--- config.mk ---
export PLATFORM = sky130hd
export DESIGN_NAME = pq_path_driver_flat
export DESIGN_NICKNAME = d
export VERILOG_FILES = /design/src/rtl/pq_path_driver_if.sv /design/src/rtl/pq_path_driver.sv /design/src/flat_wrapper.sv
export SDC_FILE = /design/constraint.sdc
export NUM_CORES = 1
export LEC_CHECK = 0
export BUFFER_PORTS_ARGS = -buffer_cell sky130_fd_sc_hd__buf_2
export CAP_MARGIN = 20
export CORE_ASPECT_RATIO = 1.2
export CORE_MARGIN = 2
export CORE_UTILIZATION = 49
export CTS_CLUSTER_SIZE = 40
export DETAILED_ROUTE_END_ITERATION = 10
export PLACE_DENSITY = 0.76
export SLEW_MARGIN = 20
export SYNTH_ARGS = -nofsm -noshare
export SYNTH_HDL_FRONTEND = slang
export SYNTH_SLANG_ARGS = --single-unit
--- constraint.sdc ---
create_clock -name system1000 -period 2.6 [get_ports system1000]
set_input_delay 0.65 -clock system1000 [delete_from_list [all_inputs] [get_ports system1000]]
set_output_delay 0.65 -clock system1000 [all_outputs]
set_load 0.02 [all_outputs]
--- src/rtl/pq_path_driver_if.sv ---
// Host request/response and path command/response signals of the priority-queue path driver.
// slave is the driver's view; master is the host plus path side.
interface pq_path_driver_if #(
    parameter int PQ_CAP    = 16,
    parameter int RSP_DEPTH = 4
);
    localparam int OCC_W = $clog2(PQ_CAP + 1);
    localparam int OUT_W = $clog2(RSP_DEPTH + 1);

    logic             push_valid;
    logic             push_ready;
    logic [30:0]      push_key;
    logic [31:0]      push_data;
    logic             pop_valid;
    logic             pop_ready;
    logic [64:0]      path_cmd;
    logic [65:0]      path_rsp;
    logic             rsp_valid;
    logic             rsp_ready;
    logic             rsp_empty;
    logic [30:0]      rsp_key;
    logic [31:0]      rsp_data;
    logic [OCC_W-1:0] occupancy;
    logic [OUT_W-1:0] outstanding;
    logic             err_unexpected;

    modport slave (
        input  push_valid, push_key, push_data, pop_valid, rsp_ready, path_rsp,
        output push_ready, pop_ready, path_cmd, rsp_valid, rsp_empty, rsp_key, rsp_data,
               occupancy, outstanding, err_unexpected
    );

    modport master (
        output push_valid, push_key, push_data, pop_valid, rsp_ready, path_rsp,
        input  push_ready, pop_ready, path_cmd, rsp_valid, rsp_empty, rsp_key, rsp_data,
               occupancy, outstanding, err_unexpected
    );
endinterface

--- src/rtl/pq_path_driver.sv ---
// Host-side initiator for the priority-queue path: push/pop arbitration into one registered
// command per cycle, plus a credit-protected response FIFO fed by the path.
module pq_path_driver #(
    parameter int PATH_LAT  = 3,
    parameter int RSP_DEPTH = 4,
    parameter int PQ_CAP    = 16
) (
    input  logic           system1000,
    input  logic           system1000_rst,
    pq_path_driver_if.slave bus
);
    localparam int OCC_W = $clog2(PQ_CAP + 1);
    localparam int OUT_W = $clog2(RSP_DEPTH + 1);
    localparam int PW    = $clog2(RSP_DEPTH);

    if (PATH_LAT < 1 || RSP_DEPTH < 2 || (RSP_DEPTH & (RSP_DEPTH - 1)) != 0) begin : g_param_chk
        $error("pq_path_driver: PATH_LAT must be >=1, RSP_DEPTH a power of 2 >=2");
    end

    typedef struct packed {
        logic        empty;
        logic [30:0] key;
        logic [31:0] data;
    } rsp_t;

    logic             rr_pop_q, rr_pop_d;
    logic [64:0]      cmd_q, cmd_d;
    logic [OCC_W-1:0] occ_q, occ_d;
    logic [OUT_W-1:0] out_q, out_d;
    logic [OUT_W-1:0] cnt_q, cnt_d;
    logic [PW-1:0]    wr_ptr_q, rd_ptr_q;
    logic             err_q;
    rsp_t             mem [RSP_DEPTH];
    rsp_t             head;

    logic has_room, pop_ready_raw, push_elig, pop_elig;
    logic push_acc, pop_acc, rsp_in, rsp_out, unexp;
    logic unused_key_msb;

    assign unused_key_msb = bus.path_rsp[63];

    assign has_room      = occ_q < OCC_W'(PQ_CAP);
    // Credits count both in-flight pops and queued responses, so the FIFO can never overflow.
    assign pop_ready_raw = ({1'b0, out_q} + {1'b0, cnt_q}) < (OUT_W + 1)'(RSP_DEPTH);
    assign push_elig     = bus.push_valid & has_room;
    assign pop_elig      = bus.pop_valid & pop_ready_raw;

    assign bus.push_ready = has_room & ~(pop_elig & rr_pop_q);
    assign bus.pop_ready  = pop_ready_raw & ~(push_elig & ~rr_pop_q);

    assign push_acc = bus.push_valid & bus.push_ready;
    assign pop_acc  = bus.pop_valid & bus.pop_ready;
    assign rsp_in   = bus.path_rsp[65] & (out_q != '0);
    assign unexp    = bus.path_rsp[65] & (out_q == '0);
    assign rsp_out  = (cnt_q != '0) & bus.rsp_ready;

    always_comb begin
        rr_pop_d = rr_pop_q;
        cmd_d    = '0;
        occ_d    = occ_q;
        out_d    = out_q;
        cnt_d    = cnt_q;
        if (push_elig & pop_elig)
            rr_pop_d = ~rr_pop_q;
        if (push_acc) begin
            cmd_d = {1'b1, 1'b0, bus.push_key, bus.push_data};
            occ_d = occ_q + OCC_W'(1);
        end else if (pop_acc) begin
            cmd_d = {1'b1, 1'b1, 63'd0};
            // A pop on an empty queue still goes to the path, which answers "empty".
            if (occ_q != '0)
                occ_d = occ_q - OCC_W'(1);
        end
        case ({pop_acc, rsp_in})
            2'b10:   out_d = out_q + OUT_W'(1);
            2'b01:   out_d = out_q - OUT_W'(1);
            default: out_d = out_q;
        endcase
        case ({rsp_in, rsp_out})
            2'b10:   cnt_d = cnt_q + OUT_W'(1);
            2'b01:   cnt_d = cnt_q - OUT_W'(1);
            default: cnt_d = cnt_q;
        endcase
    end

    always_ff @(posedge system1000 or posedge system1000_rst) begin
        if (system1000_rst) begin
            rr_pop_q <= 1'b0;
            cmd_q    <= '0;
            occ_q    <= '0;
            out_q    <= '0;
            cnt_q    <= '0;
            wr_ptr_q <= '0;
            rd_ptr_q <= '0;
            err_q    <= 1'b0;
        end else begin
            rr_pop_q <= rr_pop_d;
            cmd_q    <= cmd_d;
            occ_q    <= occ_d;
            out_q    <= out_d;
            cnt_q    <= cnt_d;
            if (rsp_in)
                wr_ptr_q <= wr_ptr_q + PW'(1);
            if (rsp_out)
                rd_ptr_q <= rd_ptr_q + PW'(1);
            if (unexp)
                err_q <= 1'b1;
        end
    end

    // Storage needs no reset: the head is masked whenever the FIFO is empty.
    always_ff @(posedge system1000) begin
        if (rsp_in)
            mem[wr_ptr_q] <= '{empty: bus.path_rsp[64], key: bus.path_rsp[62:32],
                               data: bus.path_rsp[31:0]};
    end

    assign head = mem[rd_ptr_q];

    assign bus.path_cmd       = cmd_q;
    assign bus.rsp_valid      = cnt_q != '0;
    assign bus.rsp_empty      = bus.rsp_valid & head.empty;
    assign bus.rsp_key        = bus.rsp_valid ? head.key  : '0;
    assign bus.rsp_data       = bus.rsp_valid ? head.data : '0;
    assign bus.occupancy      = occ_q;
    assign bus.outstanding    = out_q;
    assign bus.err_unexpected = err_q;
endmodule

--- src/flat_wrapper.sv ---
// flat-port wrapper written by rule: the top's interface ports become plain ports
module pq_path_driver_flat 
#(
    parameter int PATH_LAT  = 3,
    parameter int RSP_DEPTH = 4,
    parameter int PQ_CAP    = 16
)
  (system1000, system1000_rst, bus_push_valid, bus_push_key, bus_push_data, bus_pop_valid, bus_rsp_ready, bus_path_rsp, bus_push_ready, bus_pop_ready, bus_path_cmd, bus_rsp_valid, bus_rsp_empty, bus_rsp_key, bus_rsp_data, bus_occupancy, bus_outstanding, bus_err_unexpected);
  pq_path_driver_if #(.PQ_CAP(PQ_CAP), .RSP_DEPTH(RSP_DEPTH)) bus_i ();
  input  logic system1000;
  input  logic system1000_rst;
  input wire logic [$bits(bus_i.push_valid)-1:0] bus_push_valid;
  input wire logic [$bits(bus_i.push_key)-1:0] bus_push_key;
  input wire logic [$bits(bus_i.push_data)-1:0] bus_push_data;
  input wire logic [$bits(bus_i.pop_valid)-1:0] bus_pop_valid;
  input wire logic [$bits(bus_i.rsp_ready)-1:0] bus_rsp_ready;
  input wire logic [$bits(bus_i.path_rsp)-1:0] bus_path_rsp;
  output wire logic [$bits(bus_i.push_ready)-1:0] bus_push_ready;
  output wire logic [$bits(bus_i.pop_ready)-1:0] bus_pop_ready;
  output wire logic [$bits(bus_i.path_cmd)-1:0] bus_path_cmd;
  output wire logic [$bits(bus_i.rsp_valid)-1:0] bus_rsp_valid;
  output wire logic [$bits(bus_i.rsp_empty)-1:0] bus_rsp_empty;
  output wire logic [$bits(bus_i.rsp_key)-1:0] bus_rsp_key;
  output wire logic [$bits(bus_i.rsp_data)-1:0] bus_rsp_data;
  output wire logic [$bits(bus_i.occupancy)-1:0] bus_occupancy;
  output wire logic [$bits(bus_i.outstanding)-1:0] bus_outstanding;
  output wire logic [$bits(bus_i.err_unexpected)-1:0] bus_err_unexpected;
  assign bus_i.push_valid = bus_push_valid;
  assign bus_i.push_key = bus_push_key;
  assign bus_i.push_data = bus_push_data;
  assign bus_i.pop_valid = bus_pop_valid;
  assign bus_i.rsp_ready = bus_rsp_ready;
  assign bus_i.path_rsp = bus_path_rsp;
  assign bus_push_ready = bus_i.push_ready;
  assign bus_pop_ready = bus_i.pop_ready;
  assign bus_path_cmd = bus_i.path_cmd;
  assign bus_rsp_valid = bus_i.rsp_valid;
  assign bus_rsp_empty = bus_i.rsp_empty;
  assign bus_rsp_key = bus_i.rsp_key;
  assign bus_rsp_data = bus_i.rsp_data;
  assign bus_occupancy = bus_i.occupancy;
  assign bus_outstanding = bus_i.outstanding;
  assign bus_err_unexpected = bus_i.err_unexpected;
  pq_path_driver #(.PATH_LAT(PATH_LAT), .RSP_DEPTH(RSP_DEPTH), .PQ_CAP(PQ_CAP)) u_core (.system1000(system1000), .system1000_rst(system1000_rst), .bus(bus_i));
endmodule
==> flow_metrics.env, run 1 <==
export IMPL_outcome="finished, violations left"
export IMPL_failed_checks="negative setup slack"
export IMPL_drt_initial_drc_count=329
export IMPL_cts_buffers=34
export IMPL_routed_wl_mm=27.6
export IMPL_most_used_standard_cell_by_instance_count_after_synthesis="edfxtp_1"
export IMPL_r2r_end="u_core.bus.occupancy[3]"
export IMPL_commonest_cells_in_the_synthesized_netlist="edfxtp_1, and2_1, dfrtp_1"
export IMPL_vdd_ir_drop_worst_v=0.000758
export IMPL_postCtsHoldBufs=0
export IMPL_synth_cell_area_sq_um=12800
export IMPL_setup_violations_final=64
export IMPL_buffer_ports_inserted=273
export IMPL_fin_total_pwr_w=0.0215
export IMPL_synth_seq_area_share=0.762
export IMPL_leakagePower_nw=6.80
export IMPL_htree_num_levels=2
export IMPL_average_wire_length_per_cell_after_detail_routing_microns=20.9
export IMPL_dpl_hpwl_mm=17.3
export IMPL_clock_tree_buffer_depth=3
export IMPL_clock_root_buffer="clkbuf_16"
export IMPL_pin_count_of_the_biggest_net_entering_global_routing=83
export IMPL_fin_tns_setup_ns=-6.60
export IMPL_drc_errors=0
export IMPL_cts_tree="done"
export IMPL_fill_cells=1665
export IMPL_post_route_min_period_ns=2.75
export IMPL_syn_inst=643
export IMPL_p_int_w=0.0148
export IMPL_fraction_of_layout_instances_using_a_drive_strength_above_1=0.516
export IMPL_clock_skew_ns=0.0228
export IMPL_cts_sink_count=338
export IMPL_layout_nets=1115
export IMPL_number_of_global_route_vias_before_repair=7396
export IMPL_dr_total_vias=6860
export IMPL_setup_slack_of_the_most_critical_reg_to_reg_path_ns=0.10
export IMPL_p_clk_frac=0.220
export IMPL_io_pins=275
export IMPL_fp_dieH_microns=181
export IMPL_endpoint="bus_rsp_data[8]"
export IMPL_gr_total_overflow=0
export IMPL_synth_seq_cells=338
export IMPL_critPathLaunch="u_core.rd_ptr_q[0]"
export IMPL_reg2regPathDepth=11
export IMPL_detailedRoute_firstPassIterationCount=4
export IMPL_area_growth_pct=31.6
export IMPL_finalMaxSlewViolations=0
export IMPL_tightest_slew_ns=0.442
export IMPL_max_cap_viols=0
export IMPL_routabilityCongestion=0.778
export IMPL_required_ns=1.95
export IMPL_critical_path_reg2reg_startpoint="u_core.cnt_q[2]"
export IMPL_rsz0062_at_grt="yes"
export IMPL_criticalPathCategory="flip-flop to primary output"
export IMPL_critPathCaptureType="primary output"
export IMPL_placement_rows=64
export IMPL_path_max_fanout=8
export IMPL_finish_instance_area_sq_um=16800
export IMPL_gr_usage_all_layers=0.193
export IMPL_multi_input_comb_area_sq_um=3060
export IMPL_synth_area_leader_cell="edfxtp_1"
export IMPL_dieArea_sq_um=27400
export IMPL_worstSetupStartpointType="flip-flop"
export IMPL_comb_power_share=0.439
export IMPL_critical_path_data_arrival_time_ns=2.10
export IMPL_min_delay_path_class="primary input to asynchronous set/reset pin"
export IMPL_grt_pass1_wl_mm=39.9
export IMPL_clock_latency_ns=0.51
export IMPL_post_drt_via_cell_ratio=5.19
export IMPL_sw_power_w=0.00677
export IMPL_coreArea_sq_um=25500
export IMPL_hold_viol=0
export IMPL_fin_util=0.658
export IMPL_synth_ff_type="edfxtp_1"
export IMPL_powerDensity_nw_per_um2=1280
export IMPL_die_width_microns=151
export IMPL_clk_pin_slew_ns=0.06
export IMPL_seq_power_share=0.341
export IMPL_async_flop_share=0.243
export IMPL_swShare=0.314
export IMPL_dpl_cell_area_sq_um=14800
export IMPL_fin_worst_hold_slack_ns=0.253
export IMPL_synth_top_area_share=0.602
export IMPL_synth_warnings=0
export IMPL_area_sequential_sq_um=9750
export IMPL_ys_top_cells_by_area="edfxtp_1, dfrtp_1, mux4_2, and2_1, ha_1"
export IMPL_synthDistinctLibCells=35
export IMPL_fin_ws_ns=-0.151
export IMPL_antenna_found_initial=2
export IMPL_floorplan_initialDensity=0.500
export IMPL_ant_nets=0
export IMPL_fmaxAchievable_mhz=364
export IMPL_fin_crit_sh=1.06
export IMPL_synth_edf_count=256
export IMPL_synthesis_area_per_instance_sq_um=19.9
export IMPL_synth_net_count=791
export IMPL_slew_limit_headroom=0.705
[how the worst min path moves through the flow]
stage / from / end / slack, ns / cells after the start
5_1_grt: system1000_rst / u_core.rd_ptr_q[0] / 0.29 / 3
3_3_place_gp: u_core.bus.err_unexpected / u_core.bus.err_unexpected / 0.43 / 1
3_5_place_dp: u_core.bus.err_unexpected / u_core.bus.err_unexpected / 0.45 / 1
4_1_cts: system1000_rst / u_core.rd_ptr_q[0] / 0.26 / 3
6_report: system1000_rst / u_core.rd_ptr_q[0] / 0.25 / 3
2_1_floorplan: u_core.cnt_q[2] / u_core.cnt_q[2] / 0.46 / 1
[power groups by stage]
stage | Sequential, W | Combinational (W) | Clock, W
after floorplan | 0.00763 | 0.00443 | 0
after global placement | 0.00741 | 0.00701 | 0
after detailed placement | 0.00748 | 0.00710 | 0
after CTS | 0.00736 | 0.00758 | 0.00485
after global routing | 0.00744 | 0.0101 | 0.00507
final | 0.00735 | 0.00945 | 0.00474
[worst max-delay path, cell delays in order, from the launching register on]
cell	delay, ns
dfrtp_4	0.47
buf_12	0.15
clkbuf_16	0.17
mux4_2	0.50
and2_4	0.18
buf_6	0.12
[flip-flops by register name (all words and copies together) (netlist names)]
name	count
u_core.rd_ptr_q	2
u_core.bus.occupancy	5
u_core.bus.outstanding	3
u_core.cnt_q	3
u_core.bus.err_unexpected	1
u_core.rr_pop_q	1
u_core.mem	256
u_core.wr_ptr_q	2
u_core.bus.path_cmd	65
[kinds of logic (layout without fill, tap and decap cells)]
family	Yosys count	count (layout)	synth area share
AO/OA/AOI/OAI	12	12	0.00754
XOR/XNOR	13	13	0.00891
adder cells (fa/ha/maj)	14	14	0.0155
buffers and inverters	43	390	0.0150
flip-flops	338	338	0.762
multiplexers	68	68	0.116
other	0	1	0
AND/OR/NAND/NOR	155	155	0.0746
[through the flow]
stage / setup WS (ns) / std cells
floorplan: 0.0877 / 643
global placement: 0.100 / 1242
detailed placement: 0.0257 / 1242
CTS: -0.208 / 1304
global route: -0.201 / 1320
finish: -0.151 / 1321
[area by class of cell]
cell class	count	area share
Sequential cell	338	0.580
Multi-Input combinational cell	262	0.182
Timing Repair Buffer	317	0.145
Clock buffer	42	0.0548
Tap cell	330	0.0246
Clock inverter	17	0.00997
Inverter	14	0.00335
Antenna cell	1	0.000149
[what timing repair did]
action	CTS	global route
pin swaps	3	27
endpoints found under the setup margin	65	68
resized for setup	41	158
gates cloned	1	8
buffers inserted	2	8
[metal layers]
metal,global-route usage,up-vias,part of all wire
li1,-,3075,-
met1,0.230,3454,0.35
met2,0.338,291,0.54
met3,0.0588,36,0.090
met4,0.0523,4,0.015
met5,0,-,0.00083
[layout by cell type (no fill, tap or decap), types with 2 or more instances in the layout]
master and n:
buf_16 2, dfrtp_2 2, clkbuf_1 5, nor2_1 7
nor2b_1 2, bufinv_16 3, buf_6 61, buf_2 210
ha_4 2, buf_8 2, mux4_2 64, edfxtp_1 256
buf_4 20, nand3_2 2, clkbuf_8 2, a21o_1 2
clkbuf_16 41, and2_1 67, dfrtp_1 79, clkinvlp_4 2
mux2i_1 2, fa_1 3, clkinv_2 5, nand2_1 5
ha_1 9, inv_1 12, inv_6 2, o21ai_0 3
mux2_1 2, xor2_1 6, buf_12 16, xnor2_1 7
clkinv_1 5, and2_4 65, or4_1 2
Note: power is estimated with default switching activity, not from simulation.
==> inputs of run 2 (changes only) <==
--- a/config.mk
+++ b/config.mk
@@ -5,14 +5,15 @@
 export SDC_FILE = /design/constraint.sdc
 export NUM_CORES = 1
 export LEC_CHECK = 0
-export BUFFER_PORTS_ARGS = -buffer_cell sky130_fd_sc_hd__buf_2
+export ABC_AREA = 1
 export CAP_MARGIN = 20
 export CORE_ASPECT_RATIO = 1.2
 export CORE_MARGIN = 2
-export CORE_UTILIZATION = 49
+export CORE_UTILIZATION = 50
 export CTS_CLUSTER_SIZE = 40
 export DETAILED_ROUTE_END_ITERATION = 10
-export PLACE_DENSITY = 0.76
+export DONT_BUFFER_PORTS = 1
+export PLACE_DENSITY = 0.68
 export SLEW_MARGIN = 20
 export SYNTH_ARGS = -nofsm -noshare
 export SYNTH_HDL_FRONTEND = slang
==> run 2 against run 1 <==
The run still ends with negative setup slack left. Setup slack improved by 0.064 ns. Sequential power increased by 4.1%. Critical path depth rose by 1. Power grew 2.7%. First-iteration DRC count increased by 38%. Critical endpoint is now bus_rsp_data[4]. Highest routed layer is now met4. Utilization fell by 3.9 points. Cell area shrank 2.6%. Synthesized cell count increased by 68%. Sequential share of layout area is 1.6 points higher.
==> flow_metrics.env, run 2 <==
export IMPL_outcome="finished, violations left"
export IMPL_failed_checks="negative setup slack"
export IMPL_layout_cells_most_common_list="edfxtp_1, nor2_1, inv_1"
export IMPL_min_delay_path_class="primary input to flip-flop"
export IMPL_clock_skew_ns=0.0228
export IMPL_synthDistinctLibCells=32
export IMPL_clock_root_buffer="clkbuf_16"
export IMPL_busiest_layer_in_global_routing="met2"
export IMPL_grt_use_met2=0.362
export IMPL_routed_wl_mm=32.7
export IMPL_number_of_global_route_vias_before_repair=8063
export IMPL_synthesis_area_per_instance_sq_um=12.5
export IMPL_hold_viol=0
export IMPL_critPathBufInv=4
export IMPL_max_cap_viols=0
export IMPL_dr_total_vias=8314
export IMPL_post_drt_via_cell_ratio=5.40
export IMPL_ant_nets=0
export IMPL_post_route_min_period_ns=2.69
export IMPL_cts_buffers=31
export IMPL_crit_path_cells="buf_12 -> clkinv_16 -> buf_6 -> o21ai_0 -> a21oi_1 -> buf_4"
export IMPL_grt_pass1_wl_mm=43.7
export IMPL_fin_tns_setup_ns=-1.66
export IMPL_commonest_cells_in_the_synthesized_netlist="nor2_1, edfxtp_1, o21ai_0"
export IMPL_layout_nets=1327
export IMPL_largest_register="u_core.mem"
export IMPL_fin_util=0.619
export IMPL_synth_seq_cells=338
export IMPL_path_max_fanout=18
export IMPL_diodes=0
export IMPL_synth_top_area_share=0.570
export IMPL_most_used_standard_cell_by_instance_count_after_synthesis="nor2_1"
export IMPL_gr_total_overflow=0
export IMPL_drt_initial_drc_count=453
export IMPL_floorplan_initialDensity=0.511
export IMPL_routabilityCongestion=0.825
export IMPL_powerDensity_nw_per_um2=1350
export IMPL_antenna_found_initial=0
export IMPL_largest_reg_flops=256
export IMPL_drc_errors=0
export IMPL_fraction_of_layout_instances_using_a_drive_strength_above_1=0.233
export IMPL_cts_sink_count=338
export IMPL_gr_usage_all_layers=0.201
export IMPL_critPathCaptureType="primary output"
export IMPL_clock_tree_buffer_depth=3
export IMPL_htree_num_levels=1
export IMPL_synth_warnings=0
export IMPL_required_ns=1.95
export IMPL_synth_ff_type="edfxtp_1"
export IMPL_clk_pin_slew_ns=0.07
export IMPL_fp_dieH_microns=184
export IMPL_slew_limit_headroom=0.636
export IMPL_critical_path_data_arrival_time_ns=2.04
export IMPL_cp_slowest_cell="dfrtp_4"
export IMPL_syn_inst=1080
export IMPL_rsz0062_at_grt="yes"
export IMPL_final_common_cell="edfxtp_1"
export IMPL_ys_top_cells_by_area="edfxtp_1, dfrtp_1, nor2_1, o21ai_0, nor2_4"
export IMPL_pin_count_of_the_biggest_net_entering_global_routing=65
export IMPL_synth_seq_area_share=0.722
export IMPL_synth_area_leader_cell="edfxtp_1"
export IMPL_synth_net_count=1228
export IMPL_detailedRoute_firstPassIterationCount=5
export IMPL_grt_util_met1=0.225
export IMPL_dpl_hpwl_mm=15.9
export IMPL_setup_violations_final=43
export IMPL_synth_cell_area_sq_um=13500
export IMPL_global_route_usage_met3=0.0679
export IMPL_timing_critical_path_max_delay_family="buffers and inverters"
export IMPL_fmaxAchievable_mhz=372
export IMPL_fin_crit_sh=1.03
export IMPL_tightest_slew_ns=0.544
export IMPL_average_wire_length_per_cell_after_detail_routing_microns=21.3
export IMPL_clock_latency_ns=0.56
export IMPL_io_pins=275
export IMPL_dieArea_sq_um=28300
export IMPL_synth_edf_count=256
export IMPL_buffer_ports_inserted=0
export IMPL_leakagePower_nw=6.38
export IMPL_area_growth_pct=21.3
export IMPL_max_stage_delay_ns=0.52
export IMPL_fin_ws_ns=-0.0863
export IMPL_die_width_microns=154
export IMPL_worstSetupStartpointType="flip-flop"
export IMPL_cts_tree="done"
export IMPL_placement_rows=65
export IMPL_finalMaxSlewViolations=0
export IMPL_async_flop_share=0.243
export IMPL_criticalPathCategory="flip-flop to primary output"
export IMPL_vdd_ir_drop_worst_v=0.000689
export IMPL_coreArea_sq_um=26400
## run 2: kinds of logic (layout without fill, tap and decap cells)
logic type / count (synthesis) / in the layout / share of synthesized area
xor gates and xnor gates: 11 / 11 / 0.00714
buffers and inverters: 152 / 276 / 0.0542
adders and majority gates: 14 / 14 / 0.0147
AOI/OAI and AO/OA: 206 / 206 / 0.0770
DFF: 338 / 338 / 0.722
and+or+nand+nor: 359 / 359 / 0.125
## run 2: per-layer routing
layer	wire length (microns)	part of all wire
met1	12000	0.37
met2	16300	0.50
met3	3400	0.10
met4	954	0.029
met5	0	0
## run 2: where the power goes
part	internal [W]	switching, W
logic	0.00387	0.00591
registers	0.00698	0.000677
clock network	0.00277	0.00193
## run 2: layout make-up
class | count | area (sq um)
multi-input combinational | 590 | 3250
sequential | 338 | 9750
inverter | 95 | 387
tap | 335 | 419
timing repair buffer | 123 | 1510
clock inverter | 26 | 283
fill | 1974 | 10100
clock buffer | 32 | 779
## run 2: path summary, 6_finish.rpt
kind                                            from                        end  slack, ns  cells past startpoint
max in group asynchronous             system1000_rst         u_core.rd_ptr_q[0]       1.40                      3
max                               u_core.rd_ptr_q[0]            bus_rsp_data[4]      -0.09                      6
min in group asynchronous             system1000_rst  u_core.bus.outstanding[0]       0.61                      2
min reg2reg                          u_core.cnt_q[2]            u_core.cnt_q[2]       0.60                      1
max reg2reg                u_core.bus.outstanding[2]    u_core.bus.occupancy[4]       0.25                     12
min                                 bus_path_rsp[26]          u_core.mem[1][26]       0.18                      0
## run 2: worst reg2reg max path, delay by kind of cell, from the launching register on
kind	cells	cell delay, ns
AND/OR/NAND/NOR	7	0.77
adder cells (fa/ha/maj)	2	0.59
flip-flops	1	0.49
AO/OA/AOI/OAI	1	0.23
buffers and inverters	2	0.16
## run 2: timing repair
action / 4_1_cts / 5_1_grt
pin swaps: 3 / 29
hold buffers: 1 / 0
gates resized for setup: 16 / 133
endpoints found under the hold margin: 9 / 0
cloned: 3 / 22
endpoints found under the setup margin: 66 / 66
buffers inserted: 3 / 8
## run 2: stage by stage
stage                     setup WS, ns  instances  hold slack, ns  power, W  instance area, sq um
after floorplan                 -0.367       1080           0.490    0.0127                 13500
after global routing            -0.156       1539           0.155    0.0232                 16400
after detailed placement         0.269       1444           0.563    0.0155                 14400
final                          -0.0863       1539           0.179    0.0221                 16400
after global placement           0.279       1444           0.549    0.0153                 14400
after CTS                      -0.0450       1509           0.158    0.0205                 15600
==> inputs of run 3 (changes only) <==
--- a/config.mk
+++ b/config.mk
@@ -13,6 +13,7 @@
 export CTS_CLUSTER_SIZE = 40
 export DETAILED_ROUTE_END_ITERATION = 10
 export DONT_BUFFER_PORTS = 1
+export GPL_TIMING_DRIVEN = 0
 export PLACE_DENSITY = 0.68
 export SLEW_MARGIN = 20
 export SYNTH_ARGS = -nofsm -noshare
==> run 3 against run 2 <==
The flow still finishes with violations (negative setup slack). Final cell count down 2.9%. Via count down 4.2%. Utilization down 0.44 points. Clock skew down 0.012 ns. Register-to-register slack worse by 0.04 ns. Setup slack better by 0.080 ns. Critical path depth unchanged. Cell area down 0.71%. Die area unchanged. Critical endpoint unchanged.
==> flow_metrics.env, run 3 (same netlist as run 2, synthesis figures left out) <==
export IMPL_min_delay_path_class="primary input to asynchronous set/reset pin"
export IMPL_routabilityCongestion=0.809
export IMPL_worstSetupStartpointType="flip-flop"
export IMPL_layout_nets=1283
export IMPL_largest_register="u_core.mem"
export IMPL_fill_cells=1965
export IMPL_dr_total_vias=7965
export IMPL_drt_initial_drc_count=461
export IMPL_fin_worst_hold_slack_ns=0.0198
export IMPL_criticalPathCategory="flip-flop to primary output"
export IMPL_post_route_min_period_ns=2.61
export IMPL_seq_power_share=0.359
export IMPL_dpl_cell_area_sq_um=14300
export IMPL_layout_cells_most_common_list="nor2_1, edfxtp_1, inv_1"
export IMPL_sw_power_w=0.00831
export IMPL_finish_instance_area_sq_um=16300
export IMPL_grt_pass1_wl_mm=45.6
export IMPL_htree_num_levels=2
export IMPL_critPathCaptureType="primary output"
export IMPL_p_clk_frac=0.231
export IMPL_clk_pin_slew_ns=0.06
export IMPL_fraction_of_layout_instances_using_a_drive_strength_above_1=0.232
export IMPL_tightest_slew_ns=0.716
export IMPL_fp_dieH_microns=184
export IMPL_setup_violations_final=1
export IMPL_fin_total_pwr_w=0.0212
export IMPL_drc_errors=0
export IMPL_fin_crit_sh=1.00
export IMPL_post_drt_via_cell_ratio=5.33
export IMPL_fin_tns_setup_ns=-0.00629
export IMPL_count_of_non_filler_cells_in_the_finished_layout=1494
export IMPL_antenna_found_initial=1
export IMPL_gr_usage_all_layers=0.211
export IMPL_placement_rows=65
export IMPL_average_wire_length_per_cell_after_detail_routing_microns=20.4
export IMPL_cts_sink_count=338
export IMPL_clock_tree_buffer_depth=3
export IMPL_diodes=0
export IMPL_swShare=0.392
export IMPL_dpl_hpwl_mm=19.9
export IMPL_max_cap_viols=0
export IMPL_hold_viol=0
export IMPL_p_int_w=0.0129
export IMPL_buffer_ports_inserted=0
export IMPL_gr_total_overflow=0
export IMPL_required_ns=1.95
export IMPL_detailedRoute_firstPassIterationCount=5
export IMPL_floorplan_initialDensity=0.511
export IMPL_outcome="finished, violations left"
export IMPL_slew_limit_headroom=0.522
export IMPL_die_width_microns=154
export IMPL_finalMaxSlewViolations=0
export IMPL_comb_power_share=0.410
export IMPL_fin_ws_ns=-0.00629
export IMPL_dieArea_sq_um=28300
export IMPL_clock_latency_ns=0.50
export IMPL_leakagePower_nw=6.20
export IMPL_failed_checks="negative setup slack"
export IMPL_final_common_cell="nor2_1"
export IMPL_clock_root_buffer="clkbuf_16"
export IMPL_largest_reg_flops=256
export IMPL_number_of_global_route_vias_before_repair=8271
export IMPL_dp_cells=1429
export IMPL_routed_wl_mm=30.5
export IMPL_rsz0062_at_grt="yes"
export IMPL_pin_count_of_the_biggest_net_entering_global_routing=35
export IMPL_path_max_fanout=10
export IMPL_vdd_ir_drop_worst_v=0.000587
export IMPL_area_growth_pct=20.5
export IMPL_cts_buffers=34
export IMPL_critical_path_data_arrival_time_ns=1.96
export IMPL_fmaxAchievable_mhz=384
export IMPL_cts_tree="done"
export IMPL_clock_skew_ns=0.0112
export IMPL_coreArea_sq_um=26400
export IMPL_io_pins=275
export IMPL_ant_nets=0
export IMPL_setup_slack_of_the_most_critical_reg_to_reg_path_ns=0.21
export IMPL_powerDensity_nw_per_um2=1300
export IMPL_postCtsHoldBufs=0
==> run 3: changes by cell type in the layout (fill, tap and decap cells not counted), sizes merged <==
cell         before  now
clkbuf           46   56
clkinv           17   11
clkinvlp          3    1
inv              95   97
dlygate4sd3       1    0
bufinv            6    3
buf             108   63
==> run 3: area by class of cell <==
type | count | area [sq um] | area share
multi-input combinational | 590 | 3450 | 0.212
clock inverter | 17 | 163 | 0.0100
clock buffer | 43 | 967 | 0.0595
inverter | 95 | 363 | 0.0223
timing repair buffer | 20 | 448 | 0.0276
sequential | 338 | 9740 | 0.599
tap | 335 | 419 | 0.0258
buffer | 56 | 699 | 0.0430
==> run 3: per-stage QoR <==
step	utilization	setup WS, ns
finish	0.615	-0.00629
floorplan	-	-0.367
global route	0.615	-0.0628
global placement	0.527	-1.77
detailed placement	0.540	-0.184
CTS	0.599	-0.00148
==> run 3: power groups by stage <==
stage	logic (W)	registers [W]	clock network [W]
finish	0.00869	0.00761	0.00489
global route	0.00936	0.00770	0.00518
CTS	0.00790	0.00758	0.00498
detailed placement	0.00702	0.00767	0
global placement	0.00658	0.00775	0
floorplan	0.00508	0.00761	0
==> run 3: critical path, cell delays in order, from the launching register on <==
cell and delay (ns):
dfrtp_1 0.35, buf_6 0.15, buf_4 0.21, nor2_1 0.08, nor2_1 0.15, o21ai_0 0.17
a21oi_2 0.35
==> run 3: final timing paths <==
path / from / endpoint / cells after the start
min in group system1000: bus_path_rsp[20] / u_core.mem[2][20] / 0
max: u_core.rd_ptr_q[0] / bus_rsp_data[4] / 6
min reg2reg: u_core.cnt_q[2] / u_core.cnt_q[2] / 1
min: system1000_rst / u_core.bus.outstanding[2] / 1
max reg2reg: u_core.bus.outstanding[2] / u_core.bus.outstanding[1] / 9
max in group asynchronous: system1000_rst / u_core.bus.path_cmd[52] / 3
==> run 3: repair_timing <==
action	4_1_cts	5_1_grt
pin swaps	17	53
gates cloned	0	5
resized for setup	127	138
setup buffers	0	1
setup endpoints to repair	69	100
==> run 3: metal layers <==
| layer | vias up | wire [microns] | track usage | share of wire |
|---|---|---|---|---|
| met2 | 323 | 15700 | 0.373 | 0.51 |
| met5 | - | 0 | 0 | 0 |
| met1 | 3852 | 11200 | 0.239 | 0.37 |
| met3 | 54 | 2800 | 0.0780 | 0.092 |
| li1 | 3736 | - | - | - |
| met4 | 0 | 796 | 0.0673 | 0.026 |
